`src/rtl/wb_vmemem_pkg.sv`:
```
// -----------------------------------------------------------------------------
// wb_vmemem_pkg
// Shared types and constants for the Wishbone to VME memory-style bank bridge.
//   state_t        : bridge FSM states (IDLE, WAIT, RESP)
//   WB_SEL_FULL    : byte-select pattern of a full 32-bit access
//   EVT_CNT_W      : width of the saturating timeout event counter
//   tmo_ctr_width  : bits needed to hold the value TIMEOUT (clog2(TIMEOUT+1))
// -----------------------------------------------------------------------------
package wb_vmemem_pkg;

    typedef enum logic [1:0] {
        IDLE = 2'd0,
        WAIT = 2'd1,
        RESP = 2'd2
    } state_t;

    localparam logic [3:0] WB_SEL_FULL = 4'hF;
    localparam int         EVT_CNT_W   = 8;

    // Smallest w with 2**w >= timeout+1, so the counter can be loaded with
    // the value TIMEOUT itself.
    function automatic int tmo_ctr_width(input int timeout);
        int w;
        w = 1;
        while ((1 << w) < (timeout + 1)) begin
            w = w + 1;
        end
        return w;
    endfunction

endpackage

```
`src/rtl/bridge_timeout_ctr.sv`:
```
// -----------------------------------------------------------------------------
// bridge_timeout_ctr
// Per-access wait counter plus a saturating count of timeout events.
//   clk, rst_n      : clock, synchronous active-low reset
//   i_load          : load the wait counter with TIMEOUT
//   i_dec           : decrement the wait counter (holds at zero)
//   i_event         : one timeout happened; bump the event counter
//   o_zero          : wait counter is zero
//   o_event_count   : timeouts since reset, saturating at 255
// -----------------------------------------------------------------------------
module bridge_timeout_ctr
    import wb_vmemem_pkg::*;
#(
    parameter int TIMEOUT = 255
) (
    input  logic                 clk,
    input  logic                 rst_n,
    input  logic                 i_load,
    input  logic                 i_dec,
    input  logic                 i_event,
    output logic                 o_zero,
    output logic [EVT_CNT_W-1:0] o_event_count
);

    localparam int CNT_W = tmo_ctr_width(TIMEOUT);

    logic [CNT_W-1:0]     r_cnt;
    logic [EVT_CNT_W-1:0] r_evt;

    always_ff @(posedge clk) begin
        if (!rst_n) begin
            r_cnt <= '0;
        end else if (i_load) begin
            r_cnt <= CNT_W'(TIMEOUT);
        end else if (i_dec && (r_cnt != '0)) begin
            r_cnt <= r_cnt - 1'b1;
        end
    end

    always_ff @(posedge clk) begin
        if (!rst_n) begin
            r_evt <= '0;
        end else if (i_event && (r_evt != {EVT_CNT_W{1'b1}})) begin
            r_evt <= r_evt + 1'b1;
        end
    end

    assign o_zero        = (r_cnt == '0);
    assign o_event_count = r_evt;

endmodule

```
`src/rtl/wb_vmemem_bridge.sv`:
```
// -----------------------------------------------------------------------------
// wb_vmemem_bridge
// Wishbone classic single-cycle slave that drives a generated register bank
// through its VME memory-style interface. Each Wishbone access becomes a
// one-cycle rd/wr strobe; the bridge then waits for the bank's done/error of
// the same direction, or gives up after TIMEOUT idle WAIT cycles.
//
// Ports
//   clk, rst_n              : clock, synchronous active-low reset
//   wb_cyc_i/stb_i/we_i     : Wishbone cycle, strobe, write enable
//   wb_adr_i                : byte address, bits [1:0] ignored
//   wb_sel_i, wb_dat_i      : byte selects (only 4'hF writes allowed), data
//   wb_dat_o, wb_ack_o      : read data (valid with ack), completion pulse
//   wb_err_o                : error pulse (partial write, bank error, timeout)
//   mem_addr_o              : latched word address
//   mem_wr_data_o           : latched write data
//   mem_rd_o, mem_wr_o      : one-cycle access strobes
//   mem_rd_data_i           : bank read data, taken with mem_rd_done_i
//   mem_rd/wr_done_i        : bank completion
//   mem_rd/wr_error_i       : bank error
//   timeout_o               : one-cycle pulse per timeout
//   timeout_count_o         : saturating timeout count since reset
//   dbg_state_o             : current FSM state
//
// Handshake: a request is a cycle with wb_cyc_i & wb_stb_i while IDLE. The
// answer is a single registered ack or err pulse, emitted only if wb_cyc_i is
// still high when the bank answers; a dropped cycle lets the bank transaction
// run to completion silently.
// -----------------------------------------------------------------------------
module wb_vmemem_bridge
    import wb_vmemem_pkg::*;
#(
    parameter int ADDR_WIDTH = 18,
    parameter int TIMEOUT    = 255
) (
    input  logic                  clk,
    input  logic                  rst_n,
    input  logic                  wb_cyc_i,
    input  logic                  wb_stb_i,
    input  logic                  wb_we_i,
    input  logic [ADDR_WIDTH+1:0] wb_adr_i,
    input  logic [3:0]            wb_sel_i,
    input  logic [31:0]           wb_dat_i,
    output logic [31:0]           wb_dat_o,
    output logic                  wb_ack_o,
    output logic                  wb_err_o,
    output logic [ADDR_WIDTH-1:0] mem_addr_o,
    output logic [31:0]           mem_wr_data_o,
    output logic                  mem_rd_o,
    output logic                  mem_wr_o,
    input  logic [31:0]           mem_rd_data_i,
    input  logic                  mem_rd_done_i,
    input  logic                  mem_wr_done_i,
    input  logic                  mem_rd_error_i,
    input  logic                  mem_wr_error_i,
    output logic                  timeout_o,
    output logic [EVT_CNT_W-1:0]  timeout_count_o,
    output state_t                dbg_state_o
);

    state_t                r_state,  w_state_next;
    logic [ADDR_WIDTH-1:0] r_addr,   w_addr_next;
    logic [31:0]           r_wdata,  w_wdata_next;
    logic                  r_we,     w_we_next;
    logic                  r_mem_rd, w_mem_rd_next;
    logic                  r_mem_wr, w_mem_wr_next;
    logic                  r_ack,    w_ack_next;
    logic                  r_err,    w_err_next;
    logic [31:0]           r_dat,    w_dat_next;
    logic                  r_tmo,    w_tmo_next;

    logic                  w_load;
    logic                  w_dec;
    logic                  w_event;
    logic                  w_zero;
    logic                  w_done;
    logic                  w_error;
    logic                  w_req;
    logic [EVT_CNT_W-1:0]  w_evt_count;
    logic                  w_unused_adr_lsb;

    // Byte lane bits of the address carry no information for word banks.
    assign w_unused_adr_lsb = ^wb_adr_i[1:0];

    assign w_req = wb_cyc_i & wb_stb_i;

    // Only the direction of the access in flight is listened to.
    assign w_done  = r_we ? mem_wr_done_i  : mem_rd_done_i;
    assign w_error = r_we ? mem_wr_error_i : mem_rd_error_i;

    bridge_timeout_ctr #(
        .TIMEOUT (TIMEOUT)
    ) u_tmo (
        .clk           (clk),
        .rst_n         (rst_n),
        .i_load        (w_load),
        .i_dec         (w_dec),
        .i_event       (w_event),
        .o_zero        (w_zero),
        .o_event_count (w_evt_count)
    );

    always_ff @(posedge clk) begin
        if (!rst_n) begin
            r_state  <= IDLE;
            r_addr   <= '0;
            r_wdata  <= '0;
            r_we     <= 1'b0;
            r_mem_rd <= 1'b0;
            r_mem_wr <= 1'b0;
            r_ack    <= 1'b0;
            r_err    <= 1'b0;
            r_dat    <= '0;
            r_tmo    <= 1'b0;
        end else begin
            r_state  <= w_state_next;
            r_addr   <= w_addr_next;
            r_wdata  <= w_wdata_next;
            r_we     <= w_we_next;
            r_mem_rd <= w_mem_rd_next;
            r_mem_wr <= w_mem_wr_next;
            r_ack    <= w_ack_next;
            r_err    <= w_err_next;
            r_dat    <= w_dat_next;
            r_tmo    <= w_tmo_next;
        end
    end

    // Next-state and next-output logic. Every output is a register, so each
    // pulse computed here appears one cycle after its cause.
    always_comb begin
        w_state_next  = r_state;
        w_addr_next   = r_addr;
        w_wdata_next  = r_wdata;
        w_we_next     = r_we;
        w_mem_rd_next = 1'b0;
        w_mem_wr_next = 1'b0;
        w_ack_next    = 1'b0;
        w_err_next    = 1'b0;
        w_dat_next    = '0;
        w_tmo_next    = 1'b0;
        w_load        = 1'b0;
        w_dec         = 1'b0;
        w_event       = 1'b0;

        case (r_state)
            IDLE: begin
                if (w_req) begin
                    w_addr_next  = wb_adr_i[ADDR_WIDTH+1:2];
                    w_wdata_next = wb_dat_i;
                    w_we_next    = wb_we_i;
                    if (wb_we_i && (wb_sel_i != WB_SEL_FULL)) begin
                        // Banks only take full words: refuse without
                        // touching the bank.
                        w_state_next = RESP;
                        w_err_next   = 1'b1;
                    end else begin
                        w_state_next  = WAIT;
                        w_mem_rd_next = ~wb_we_i;
                        w_mem_wr_next = wb_we_i;
                        w_load        = 1'b1;
                    end
                end
            end

            WAIT: begin
                // Priority: done, then error, then timeout.
                if (w_done) begin
                    w_state_next = RESP;
                    w_ack_next   = wb_cyc_i;
                    w_dat_next   = (!r_we && wb_cyc_i) ? mem_rd_data_i : '0;
                end else if (w_error) begin
                    w_state_next = RESP;
                    w_err_next   = wb_cyc_i;
                end else if (w_zero) begin
                    w_state_next = RESP;
                    w_err_next   = wb_cyc_i;
                    w_tmo_next   = 1'b1;
                    w_event      = 1'b1;
                end else begin
                    w_dec = 1'b1;
                end
            end

            RESP: begin
                w_state_next = IDLE;
            end

            default: begin
                w_state_next = IDLE;
            end
        endcase
    end

    assign wb_dat_o        = r_dat;
    assign wb_ack_o        = r_ack;
    assign wb_err_o        = r_err;
    assign mem_addr_o      = r_addr;
    assign mem_wr_data_o   = r_wdata;
    assign mem_rd_o        = r_mem_rd;
    assign mem_wr_o        = r_mem_wr;
    assign timeout_o       = r_tmo;
    assign timeout_count_o = w_evt_count;
    assign dbg_state_o     = r_state;

endmodule

```
`config.mk`:
```
export PLATFORM = sky130hd
export DESIGN_NAME = wb_vmemem_bridge
export DESIGN_NICKNAME = d
export VERILOG_FILES = /design/src/rtl/wb_vmemem_pkg.sv /design/src/rtl/bridge_timeout_ctr.sv /design/src/rtl/wb_vmemem_bridge.sv
export SDC_FILE = /design/constraint.sdc
export NUM_CORES = 1
export LEC_CHECK = 0
export CAP_MARGIN = 40
export CORE_ASPECT_RATIO = 1.1
export CORE_MARGIN = 1.5
export CORE_UTILIZATION = 37
export CTS_BUF_LIST = sky130_fd_sc_hd__clkbuf_8
export CTS_CLUSTER_DIAMETER = 50
export DETAILED_ROUTE_END_ITERATION = 10
export GPL_ROUTABILITY_DRIVEN = 0
export GPL_TIMING_DRIVEN = 1
export PLACE_DENSITY = 0.78
export SLEW_MARGIN = 20
export SYNTH_ARGS = -nofsm -noshare
export SYNTH_HDL_FRONTEND = slang
export SYNTH_SLANG_ARGS = --single-unit
```
`constraint.sdc`:
```
create_clock -name clk -period 2.3 [get_ports clk]
set_clock_uncertainty 0.1 [all_clocks]
set_input_delay 0.69 -clock clk [delete_from_list [all_inputs] [get_ports clk]]
set_output_delay 0.69 -clock clk [all_outputs]
set_load 0.03 [all_outputs]
```
==> results.toml, run 1 <==
[cells_and_area]
layout.cells.non_filler = 757
fin_nets = 732
diodes = 0
postLayoutCellArea_um2 = 6250
drive_gt1_frac = 0.0863
nFillCells = 839
area_delta_synth_final_pct = 64.6

[cts]
hold_buffers = 0
cts_tree = "yes"
path_clk_slew_ns = 0.09
clk_latency_ns = 0.37
cts_sinks = 106
cts.path.max_buffers = 2
clockRootBuffer = "clkbuf_8"
cts.htree.levels = 3
numCtsBuffers = 9

[timing]
min_period_ns = 2.28
maxSlewViolCount = 0
finalHoldViolCount = 0
worstMarginPinSlew_ns = 0.388
max_slew_margin = 0.741
layout_worst_path_cycle_share = 0.992
fmax_ghz = 0.438
rsz0062_at_grt = "yes"
setup_viol = 0

[floorplan]
start_util = 0.382
io_pins = 194
core-area_um2 = 9940
row_count = 38
die_h_um = 109
dieArea_um2 = 10900
fp.dieW_um = 99.6

[power]
seqPwrFrac = 0.513
ir_drop_mv = 0.333
swShare = 0.257
power.switching_mw = 0.965
p_per_area_nw_per_um2 = 601
combPwrFrac = 0.172
intPower_mw = 2.79
p_clk_frac = 0.316
leakage_nw = 2.41

[yosys]
yosys.area_share.simple = 0.278
synth.mux.area_fraction = 0.0211
synth-adder-area-share = 0.00988
synth_xor_area_frac = 0
synth_cell_types = 34
seq_area_frac_synth = 0.559
synth_compound_area_frac = 0.100
ys_ff_latch = 106
synth_top_family_by_area = "simple AND/OR/NAND/NOR gates"
syn_area_per_cell_um2 = 8.79
syn_area_um2 = 3800
synth_warnings = 0
synthCells = 432
synthesis.nets = 532

[global_routing]
grt_pass1_wl_mm = 16.3
grt-ovfl-total = 0
grt_use_met2 = 0.322
busiest_layer = "met2"
met1_usage = 0.219
grt.met3_usage = 0.0654
grt_pass1_vias = 3491
grt_antenna_before_repair = 0
grt_util_all_layers = 0.191
grt_max_degree = 33

[detailed_routing]
dr.first_iter.drc_count = 153
drc = 0
vias = 3692
post_drt_wl_per_cell_um = 14.0
postRouteAntennaNets = 0
first_pass_iters = 4
via_per_inst = 4.88
wirelength_mm = 10.6

[status]
status = "finished clean"

[worst_setup_path]
worstSetupStartpointType = "flip-flop"
worstPathRequired_ns = 2.50
crit_fanout = 8
cp-end-kind = "flip-flop"
crit_type = "flip-flop to flip-flop"
crit_arrival_ns = 2.48

[placement]
io_buffers = 191
dpl.hpwl_mm = 7.84
dpl_cell_area_um2 = 6000
dp_cells = 740

[min_path]
hp-class = "flip-flop to flip-flop"

[job]
drv_cap = 0
-- synth_stat cells, drive strengths merged --
cell type  number  area [µm²]
o31ai           3        22.5
clkbuf         25        95.1
nand2         116         435
nand4           7        43.8
or4             6        48.8
a31oi           1        6.26
nor2b           1        6.26
and2           33         206
or4b            1        10.0
nor2            7        26.3
o211ai          3        22.5
nor4            3        18.8
mux2i           8        80.1
or3             3        18.8
nor3b           1        7.51
nand2b         11        68.8
o311ai          5        43.8
a21o            1        7.51
nand3          10        50.1
buf             2        8.75
or2             1        6.26
a21oi          54         270
nand4b          1        8.76
dfxtp         106        2120
a41oi           1        8.76
inv             5        18.8
nor3            7        35.0
and3            4        25.0
nor4b           3        38.8
ha              3        37.5
-- cells in the final DEF, fill, tap and decap left out, types with 2 or more instances in the layout --
master and n:
nand2_1 116, nor3_1 6, dfxtp_1 104, buf_12 4
clkdlybuf4s50_1 183, dlygate4sd2_1 5, a21oi_1 53, o311ai_0 5
or3_1 2, inv_1 4, ha_1 3, nor2_1 7
dlymetal6s2s_1 3, nand3_1 10, clkinvlp_4 3, o211ai_1 3
nor4_1 2, or4_1 4, and3_1 4, buf_4 21
or4_4 2, and2_1 33, nand2b_1 11, clkbuf_8 11
o31ai_1 3, mux2i_1 8, nand4_1 7
-- power by group through the flow --
stage                     Combinational [mW]  Clock [mW]  Sequential, mW
after floorplan                        0.190           0            2.06
after global placement                 0.624           0            1.97
after detailed placement               0.636           0            1.97
after CTS                              0.643        1.23            1.93
after global routing                   0.694        1.30            1.94
final                                  0.645        1.19            1.93
-- worst max-delay path, stage by stage (launching register included) --
cell and delay, ns:
dfxtp_2 0.33, or4_4 0.54, or4b_4 0.61, nor4_1 0.41, mux2i_1 0.23
-- cells by family (layout without fill, tap and decap cells) --
logic type	count (synthesis)	after routing
and+or+nand+nor	215	215
adders and majority gates	3	3
muxes	8	8
DFF	106	106
buffers and inverters	32	237
AOI/OAI and AO/OA	68	68
-- stage by stage --
step / worst slack (ns) / hold WS (ns) / utilization / total power [mW] / setup TNS (ns)
detailed placement: -0.142 / 0.346 / 0.604 / 2.61 / -3.57
CTS: -0.00675 / 0.360 / 0.625 / 3.80 / -0.00675
global route: -0.00322 / 0.374 / 0.629 / 3.93 / -0.00329
global placement: -0.132 / 0.341 / 0.604 / 2.59 / -1.15
floorplan: 0.0320 / 0.374 / - / 2.25 / 0
finish: 0.0183 / 0.357 / 0.629 / 3.76 / 0
-- layer usage --
layer	wire length, µm	vias up	part of all wire
met2	5020	171	0.48
met5	0	-	0
met1	4270	1664	0.40
met4	250	0	0.024
li1	-	1840	-
met3	1030	17	0.097
-- final timing paths --
| kind | endpoint | slack (ns) | from | depth (start not counted) |
|---|---|---|---|---|
| worst min register to register | mem_wr_data_o[17]$_SDFFE_PN0P_ | 0.36 | mem_wr_data_o[17]$_SDFFE_PN0P_ | 2 |
| worst max register to register | u_tmo.o_event_count[5]$_SDFFE_PN0P_ | 0.02 | u_tmo.r_cnt[5]$_SDFFE_PN0P_ | 4 |
| worst max-delay path | u_tmo.o_event_count[5]$_SDFFE_PN0P_ | 0.02 | u_tmo.r_cnt[5]$_SDFFE_PN0P_ | 4 |
| worst min-delay path | mem_wr_data_o[17]$_SDFFE_PN0P_ | 0.36 | mem_wr_data_o[17]$_SDFFE_PN0P_ | 2 |
-- state kept, by name, indices dropped and copies added (netlist names), 2 cells and up --
signal and cells:
dbg_state_o 2, mem_addr_o 18, mem_wr_data_o 32, u_tmo.o_event_count 8, u_tmo.r_cnt 8, wb_dat_o 32
-- layout make-up --
type	instances	area, µm²	area share
inverter	5	18.8	0.00300
clock inverter	5	61.3	0.00981
sequential	106	2130	0.340
tap	120	150	0.0240
clock buffer	11	151	0.0242
multi-input combinational	294	1590	0.255
timing repair buffer	216	2150	0.344
-- timing repair --
action                     4_1_cts  5_1_grt
pin swaps                        0        4
gates resized for setup          6       10
setup endpoints to repair       12        7
buffers inserted                 0        1
(Power assumes the default switching activity.)
==> inputs of run 2 (changes only) <==
Settings changed: TNS_END_PERCENT set to 100.
==> results of run 2 <==
Final layout, timing and power as in run 1 (identical DEF).
==> inputs of run 3 (changes only) <==
Settings changed: ABC_CLOCK_PERIOD_IN_PS set to 2300.
==> results of run 3 <==
Final layout, timing and power as in run 1 (identical DEF).
